## src/rtl/locked_cla_adder_pipe.sv

```systemverilog
// Pipelined, XOR-key-locked carry-lookahead adder: one GROUP-bit carry slice per stage, serially loaded key.
// Define LOCKED_CLA_CIN_EN to add a carry-in port (cin); otherwise the carry into bit 0 is 0.
module locked_cla_adder_pipe #(
    parameter int unsigned       WIDTH   = 16,
    parameter int unsigned       GROUP   = 4,
    parameter int unsigned       KEY_W   = 32,
    parameter logic [KEY_W-1:0]  KEY_POL = 32'hA5C3_0F96
) (
    input  logic             clk,
    input  logic             rst_n,
    input  logic             key_shift,
    input  logic             key_sin,
    output logic             key_ready,
    input  logic             in_valid,
    output logic             in_ready,
    input  logic [WIDTH-1:0] add1_i,
    input  logic [WIDTH-1:0] add2_i,
`ifdef LOCKED_CLA_CIN_EN
    input  logic             cin,
`endif
    output logic             out_valid,
    input  logic             out_ready,
    output logic [WIDTH:0]   result_o
);

    localparam int unsigned STAGES = WIDTH / GROUP;
    localparam int unsigned CNT_W  = $clog2(KEY_W + 1);

    typedef enum logic {
        KEY_LOAD = 1'b0,
        RUN      = 1'b1
    } state_t;

    // Operands travel whole; each stage overwrites its own group of sum bits and forwards the group carry.
    typedef struct packed {
        logic [WIDTH-1:0] a;
        logic [WIDTH-1:0] b;
        logic [WIDTH-1:0] sum;
        logic             carry;
    } stage_t;

    state_t            state_q, state_d;
    logic [KEY_W-1:0]  key_q, key_d;
    logic [CNT_W-1:0]  key_cnt_q, key_cnt_d;
    logic [STAGES-1:0] vld_q, vld_d;
    stage_t            stage_q [STAGES];
    stage_t            stage_d [STAGES];

    logic [KEY_W-1:0]  key_shifted;
    logic              flush;
    logic [WIDTH-1:0]  corrupt;
    logic [STAGES-1:0] adv;
    logic              take;
    logic              cin_bit;
    stage_t            src0;

`ifdef LOCKED_CLA_CIN_EN
    assign cin_bit = cin;
`else
    assign cin_bit = 1'b0;
`endif

    assign key_shifted = (key_q >> 1) | (KEY_W'(key_sin) << (KEY_W - 1));

    always_comb begin
        // NOTE: every combinational output gets a default first, so no path can leave it unassigned and infer a latch.
        state_d   = state_q;
        key_d     = key_q;
        key_cnt_d = key_cnt_q;
        flush     = 1'b0;
        unique case (state_q)
            KEY_LOAD: begin
                if (key_shift) begin
                    key_d     = key_shifted;
                    key_cnt_d = key_cnt_q + 1'b1;
                    if (key_cnt_q == CNT_W'(KEY_W - 1)) begin
                        state_d = RUN;
                    end
                end
            end
            RUN: begin
                // Re-keying drops everything in flight; the key keeps shifting from its current value.
                if (key_shift) begin
                    key_d     = key_shifted;
                    key_cnt_d = '0;
                    state_d   = KEY_LOAD;
                    flush     = 1'b1;
                end
            end
            default: state_d = KEY_LOAD;
        endcase
    end

    assign key_ready = (state_q == RUN);

    // Carry d[j] is the parity of the key mismatches at every key position that folds onto bit j.
    always_comb begin
        corrupt = '0;
        for (int k = 0; k < KEY_W; k++) begin
            corrupt[k % WIDTH] = corrupt[k % WIDTH] ^ key_q[k] ^ KEY_POL[k];
        end
    end

    function automatic stage_t resolve_group(input stage_t x, input int unsigned grp,
                                             input logic [WIDTH-1:0] d);
        stage_t y;
        logic   p;
        logic   g;
        logic   c;
        y = x;
        c = x.carry;
        for (int unsigned i = 0; i < GROUP; i++) begin
            p = x.a[grp*GROUP + i] ^ x.b[grp*GROUP + i];
            g = x.a[grp*GROUP + i] & x.b[grp*GROUP + i];
            y.sum[grp*GROUP + i] = p ^ c;
            c = (g | (p & c)) ^ d[grp*GROUP + i];
        end
        y.carry = c;
        return y;
    endfunction

    always_comb begin
        vld_d = vld_q;
        for (int s = 0; s < STAGES; s++) begin
            stage_d[s] = stage_q[s];
        end

        // A stage may load when it is empty or its successor moves; this collapses bubbles behind a stall.
        adv[STAGES-1] = !vld_q[STAGES-1] || out_ready;
        for (int s = STAGES - 2; s >= 0; s--) begin
            adv[s] = !vld_q[s] || adv[s+1];
        end

        in_ready = key_ready && adv[0];
        take     = in_valid && in_ready;

        src0       = '0;
        src0.a     = add1_i;
        src0.b     = add2_i;
        src0.carry = cin_bit;

        if (adv[0]) begin
            vld_d[0] = take;
            if (take) begin
                stage_d[0] = resolve_group(src0, 0, corrupt);
            end
        end
        for (int s = 1; s < STAGES; s++) begin
            if (adv[s]) begin
                vld_d[s] = vld_q[s-1];
                if (vld_q[s-1]) begin
                    stage_d[s] = resolve_group(stage_q[s-1], unsigned'(s), corrupt);
                end
            end
        end

        if (flush) begin
            vld_d = '0;
        end
    end

    assign out_valid = vld_q[STAGES-1];
    assign result_o  = {stage_q[STAGES-1].carry, stage_q[STAGES-1].sum};

    // NOTE: state flops use non-blocking assignments so every register samples pre-edge values.
    always_ff @(posedge clk) begin
        if (!rst_n) begin
            state_q   <= KEY_LOAD;
            key_q     <= '0;
            key_cnt_q <= '0;
            vld_q     <= '0;
            // NOTE: stage data is reset as well because result_o must read 0 out of reset.
            for (int s = 0; s < STAGES; s++) begin
                stage_q[s] <= '0;
            end
        end else begin
            state_q   <= state_d;
            key_q     <= key_d;
            key_cnt_q <= key_cnt_d;
            vld_q     <= vld_d;
            for (int s = 0; s < STAGES; s++) begin
                stage_q[s] <= stage_d[s];
            end
        end
    end

endmodule
```

## config.mk

```make
export PLATFORM = sky130hd
export DESIGN_NAME = locked_cla_adder_pipe
export DESIGN_NICKNAME = d
export VERILOG_FILES = /design/src/rtl/locked_cla_adder_pipe.sv
export SDC_FILE = /design/constraint.sdc
export NUM_CORES = 1
export LEC_CHECK = 0
export BUFFER_PORTS_ARGS = -buffer_cell sky130_fd_sc_hd__buf_2
export CAP_MARGIN = 15
export CORE_UTILIZATION = 40
export CTS_CLUSTER_SIZE = 24
export DETAILED_ROUTE_END_ITERATION = 8
export PLACE_DENSITY = 0.57
export SLEW_MARGIN = 10
export SYNTH_ARGS = -nofsm -noshare
export SYNTH_HDL_FRONTEND = slang
export SYNTH_SLANG_ARGS = --single-unit
```

## constraint.sdc

```tcl
create_clock -name clk -period 4 [get_ports clk]
set_input_delay 0.4 -clock clk [delete_from_list [all_inputs] [get_ports clk]]
set_output_delay 0.4 -clock clk [all_outputs]
set_load 0.05 [all_outputs]
```

Word-level counts from Yosys, hierarchy flattened:

Memory sizes are Yosys's and may differ from the RTL's.
Index checks and enable logic that the tools add are counted.

* input port bits: 38
* register bits after elaboration: 43
* memories: 1
* bits in writable memories: 196
* output and inout bits: 20

* bitwise logic cells: 132
* equal/unequal tests: 3
* add/subtract/negate cells: 1
* reductions and logical operators: 12
* mux-type cells: 24

Memory list
* stage_q: words 4, bits a word 49, rd ports 4, clocked after memory_dff 0, wr ports 4, RTL line 46 `stage_t stage_q [STAGES];`

Operator list (count)
* $mux W49: 12
* $xor A1 B1 Y1: 63
* $mux W32: 1
* $or A31 B32 Y32: 1
* $and A1 B1 Y1: 31
* $or A1 B1 Y1: 19
* $not A1 Y1: 18
* $mux W6: 2
* $pmux W6 S2: 1
* $mux W1: 7
* $add A6 B1 Y6 const B: 1
* $eq A6 B5 Y1 const B: 1
* $logic_not A1 Y1: 4
* $logic_or A1 B1 Y1: 4
* $ne A2 B2 Y1 const B: 2
* $logic_and A1 B1 Y1: 2
* $pmux W1 S2: 1
* $reduce_and A2 Y1: 1
* $reduce_or A2 Y1: 1

Depth between registers and ports, before layout:

An unclocked memory read counts as a cell.

* depth in word-level cells: 17
* depth in mapped cells: 14

Least setup slack after synthesis:

OpenSTA, ideal clock, no wires.

* path kind: flip-flop to flip-flop
* start: memory stage_q[0][98] (netlist name)
* end: memory stage_q[0][147] (netlist name)
* required time: 3884 ps
* clock period less this slack: 3260 ps
* cell stages (with the launch flop): 14
* path buffers: 0
* path slack: 740 ps
* data arrival time: 3144 ps
* path through: dfxtp_1 fa_1 xnor2_1 xnor2_1 fa_1 xnor2_1 xnor2_1 fa_1 xnor2_1 xnor2_1 fa_1 xnor2_1 xnor2_1 a41o_1

RTL lines (RTL line)
* from (decl): 46

==> flow_summary.json <==
{
  "outcome": "finished, final reports clean",
  "antenna_found_initial": 0,
  "placed_cells": 821,
  "p_total_mw": 2.987,
  "slew_headroom_pct": 21.90,
  "critPathMaxStageDelay_ns": 0.44,
  "synthArstFlopShare_pct": 0,
  "final_cell_count_no_fill": 853,
  "start_util_pct": 40.76,
  "critPathRequiredTime_ns": 4.30,
  "ff2ff_setup_slack_ns": 0.61,
  "crit_chain": "fa_1 -> xnor2_1 -> xnor2_1 -> fa_1 -> xnor2_1 -> xnor2_1 -> fa_1 -> xnor2_1 -> xnor2_1 -> fa_1 -> xnor2_1 -> xnor2_1 -> a41o_1",
  "grt_pass1_vias": 4188,
  "die_y_um": 123.5,
  "grt_pass1_wl_um": 20900,
  "synth_nets": 697,
  "cap_violations": 0,
  "post_cts_buffers": 0,
  "drt-initial-drc-count": 230,
  "track_usage_pct": 17.94,
  "arrival_ns": 3.70,
  "skew_ns": 0.006573,
  "worst_pin_slew_ns": 1.169,
  "wirelength_um": 12230,
  "ctsHoldBuffers": 0,
  "cts_resized": 0,
  "ys_seq_area_share_pct": 45.79,
  "vdd_ir_drop_max_mv": 0.2768,
  "synth-seq-cells": 135,
  "min_from": "key_sin",
  "drive_above_1_share_pct": 14.05,
  "overflow": 0,
  "ant_nets": 0,
  "crit_path_start_kind": "register",
  "whs_path_depth": 3,
  "synth_top_area_share_pct": 45.79,
  "synthToLayoutAreaGrowth_pct": 12.66,
  "max_freq_mhz": 294.8,
  "use_met2_pct": 27.69,
  "synthTopCellsByArea": "dfxtp_1 (46%), mux2i_1 (10%), a21oi_1 (5.9%)",
  "io_buffers": 57,
  "antenna_cells": 0,
  "cts.sinks": 135,
  "synth_edf_count": 0,
  "grt_start_max_net_pins": 62,
  "ios": 58,
  "finalCritPeriodShare_pct": 84.81,
  "path_common_cell": "xnor2_1",
  "synth_top_area_cell": "dfxtp_1",
  "whs_ns": 0.2273,
  "grtUsageMet3_pct": 4.889,
  "synth_area_per_cell_sq_um": 9.193,
  "worst-setup-path-type": "register to register",
  "fp-row-count": 44,
  "cts_root_buf": "clkbuf_16",
  "ys_types": 34,
  "cts_made_buffers": 17,
  "core_sq_mm": 0.01448,
  "p_leak_nw": 2.446,
  "rsz0062_at_grt": "no",
  "reg2regPathDepth": 13,
  "die_x_um": 123.5,
  "clockBufferDepth": 2,
  "path_clk_slew_ns": 0.06,
  "worst-path-max-fanout": 2,
  "via_count": 4324,
  "finalSetupViolations": 0,
  "crit_path_end_kind": "register",
  "slew_violations": 0,
  "top_usage_layer": "met2",
  "firstDrtPassIters": 4,
  "ys.flop_type": "dfxtp_1",
  "drcViolationCount": 0,
  "crit_family": "adder cells",
  "final_nets": 711,
  "use_met1_pct": 24.16,
  "hold_path_class": "input pin to register",
  "holdPathEnd": "key_q[31]$_SDFFE_PN0P_",
  "finalCriticalPeriod_ns": 3.392,
  "path_buf_inv": 0,
  "p_per_area_mw_per_mm2": 449.3,
  "avgViaCountPerCell": 5.069,
  "post_drt_wl_per_cell_um": 14.34,
  "worstReg2RegEnd": "stage_q[0][147]$_SDFFE_PN0P_",
  "htreeDepth": 4,
  "cts_tree": "done",
  "clk_latency_ns": 0.41,
  "tns_ns": 0,
  "place.gp.congestion": 0.7771,
  "cp_slowest_cell": "fa_1",
  "hpwlAfterDp_um": 8410,
  "dieArea_sq_mm": 0.01524,
  "hold_violations": 0,
  "syn_inst": 642,
  "ys.warnings.count": 0,
  "r2r_start": "stage_q[0][98]$_SDFFE_PN0P_",
  "netlist_area_sq_mm": 0.005902
}
worst min-delay path, cell delays in order:
cell and delay, ns:
buf_2 0.07, mux2i_1 0.06, nor2_1 0.07
layout by cell type, fill, tap and decap left out, drive strengths merged, types with 2 or more instances in the layout:
| cell | synthesis | final |
|---|---|---|
| buf | 40 | 63 |
| nand2 | 63 | 63 |
| xor2 | 7 | 7 |
| nand2b | 2 | 2 |
| inv | 20 | 20 |
| mux2i | 61 | 61 |
| clkbuf | 28 | 25 |
| clkinvlp | 0 | 3 |
| ha | 2 | 2 |
| a21oi | 71 | 71 |
| clkinv | 0 | 2 |
| a311oi | 2 | 2 |
| a211oi | 6 | 6 |
| nand4 | 2 | 2 |
| dfxtp | 135 | 135 |
| nand3 | 55 | 55 |
| xnor2 | 29 | 29 |
| fa | 15 | 15 |
| bufinv | 0 | 2 |
| nor2 | 39 | 39 |
| o21ai | 55 | 55 |
routing by layer:
metal	up-vias	share of wire, %
met5	-	0
li1	2182	-
met4	0	1.0
met2	78	45
met3	12	3.9
met1	2052	50
report_power, final:
group          switching, mW  internal [mW]
combinational         0.0579         0.0386
sequential           0.00318           1.35
clock                  0.557          0.982
cells in the mapped netlist, types with 2 or more instances:
| library cell | number |
|---|---|
| buf_4 | 18 |
| ha_1 | 2 |
| o21ai_1 | 10 |
| dfxtp_1 | 135 |
| mux2i_1 | 61 |
| a21oi_1 | 70 |
| o21ai_0 | 45 |
| a211oi_1 | 6 |
| nand2b_1 | 2 |
| xor2_1 | 7 |
| nand3_1 | 55 |
| xnor2_1 | 29 |
| nand2_1 | 63 |
| a311oi_1 | 2 |
| buf_12 | 3 |
| nor2_1 | 39 |
| clkbuf_1 | 28 |
| nand4_1 | 2 |
| buf_6 | 2 |
| fa_1 | 15 |
| buf_2 | 12 |
| inv_1 | 20 |
| buf_1 | 5 |
worst max path at each step:
| stage | start | end | slack, ns | cells after the start |
|---|---|---|---|---|
| floorplan | stage_q[0][98]$_SDFFE_PN0P_ | stage_q[0][147]$_SDFFE_PN0P_ | 0.74 | 13 |
| global placement | stage_q[0][49]$_SDFFE_PN0P_ | stage_q[0][98]$_SDFFE_PN0P_ | 0.65 | 14 |
| detailed placement | stage_q[0][98]$_SDFFE_PN0P_ | stage_q[0][147]$_SDFFE_PN0P_ | 0.60 | 13 |
| CTS | stage_q[0][98]$_SDFFE_PN0P_ | stage_q[0][147]$_SDFFE_PN0P_ | 0.59 | 13 |
| global route | stage_q[0][0]$_SDFFE_PN0P_ | stage_q[0][49]$_SDFFE_PN0P_ | 0.36 | 13 |
| finish | stage_q[0][98]$_SDFFE_PN0P_ | stage_q[0][147]$_SDFFE_PN0P_ | 0.61 | 13 |
flip-flops by register name (all words and copies together), names as in the netlist:
signal and flops:
vld_q 4, key_cnt_q 6, key_ready 1, stage_q 92
key_q 32
cell type report:
cell class | count | area, sq um
clock buffers | 25 | 495.5
clock inverters | 7 | 92.59
fillers | 1413 | 7830
inverters | 20 | 75.07
multi-input cells | 419 | 2723
flip-flops and latches | 135 | 2703
well taps | 184 | 230.2
repair buffers | 63 | 330.3
logic make-up (layout without fill, tap and decap cells):
| kind of cell | count (synthesis) | after routing | share of synthesized area, % |
|---|---|---|---|
| adder cells (fa/ha/maj) | 17 | 17 | 5.512 |
| AO/OA/AOI/OAI | 137 | 137 | 12.40 |
| multiplexers | 61 | 61 | 10.35 |
| XOR/XNOR | 36 | 36 | 5.342 |
| flip-flops | 135 | 135 | 45.79 |
| AND/OR/NAND/NOR | 168 | 168 | 12.53 |
| buffers and inverters | 88 | 115 | 8.077 |
per-stage QoR:
step,cell area (sq um),util (%),setup WS (ns)
final,6649,45.92,0.6076
after global routing,6649,45.92,0.3629
after CTS,6649,45.92,0.5860
after detailed placement,6061,41.86,0.5977
after global placement,6061,41.86,0.6539
after floorplan,5902,-,0.7396
Power figures use the tool's default switching activity.
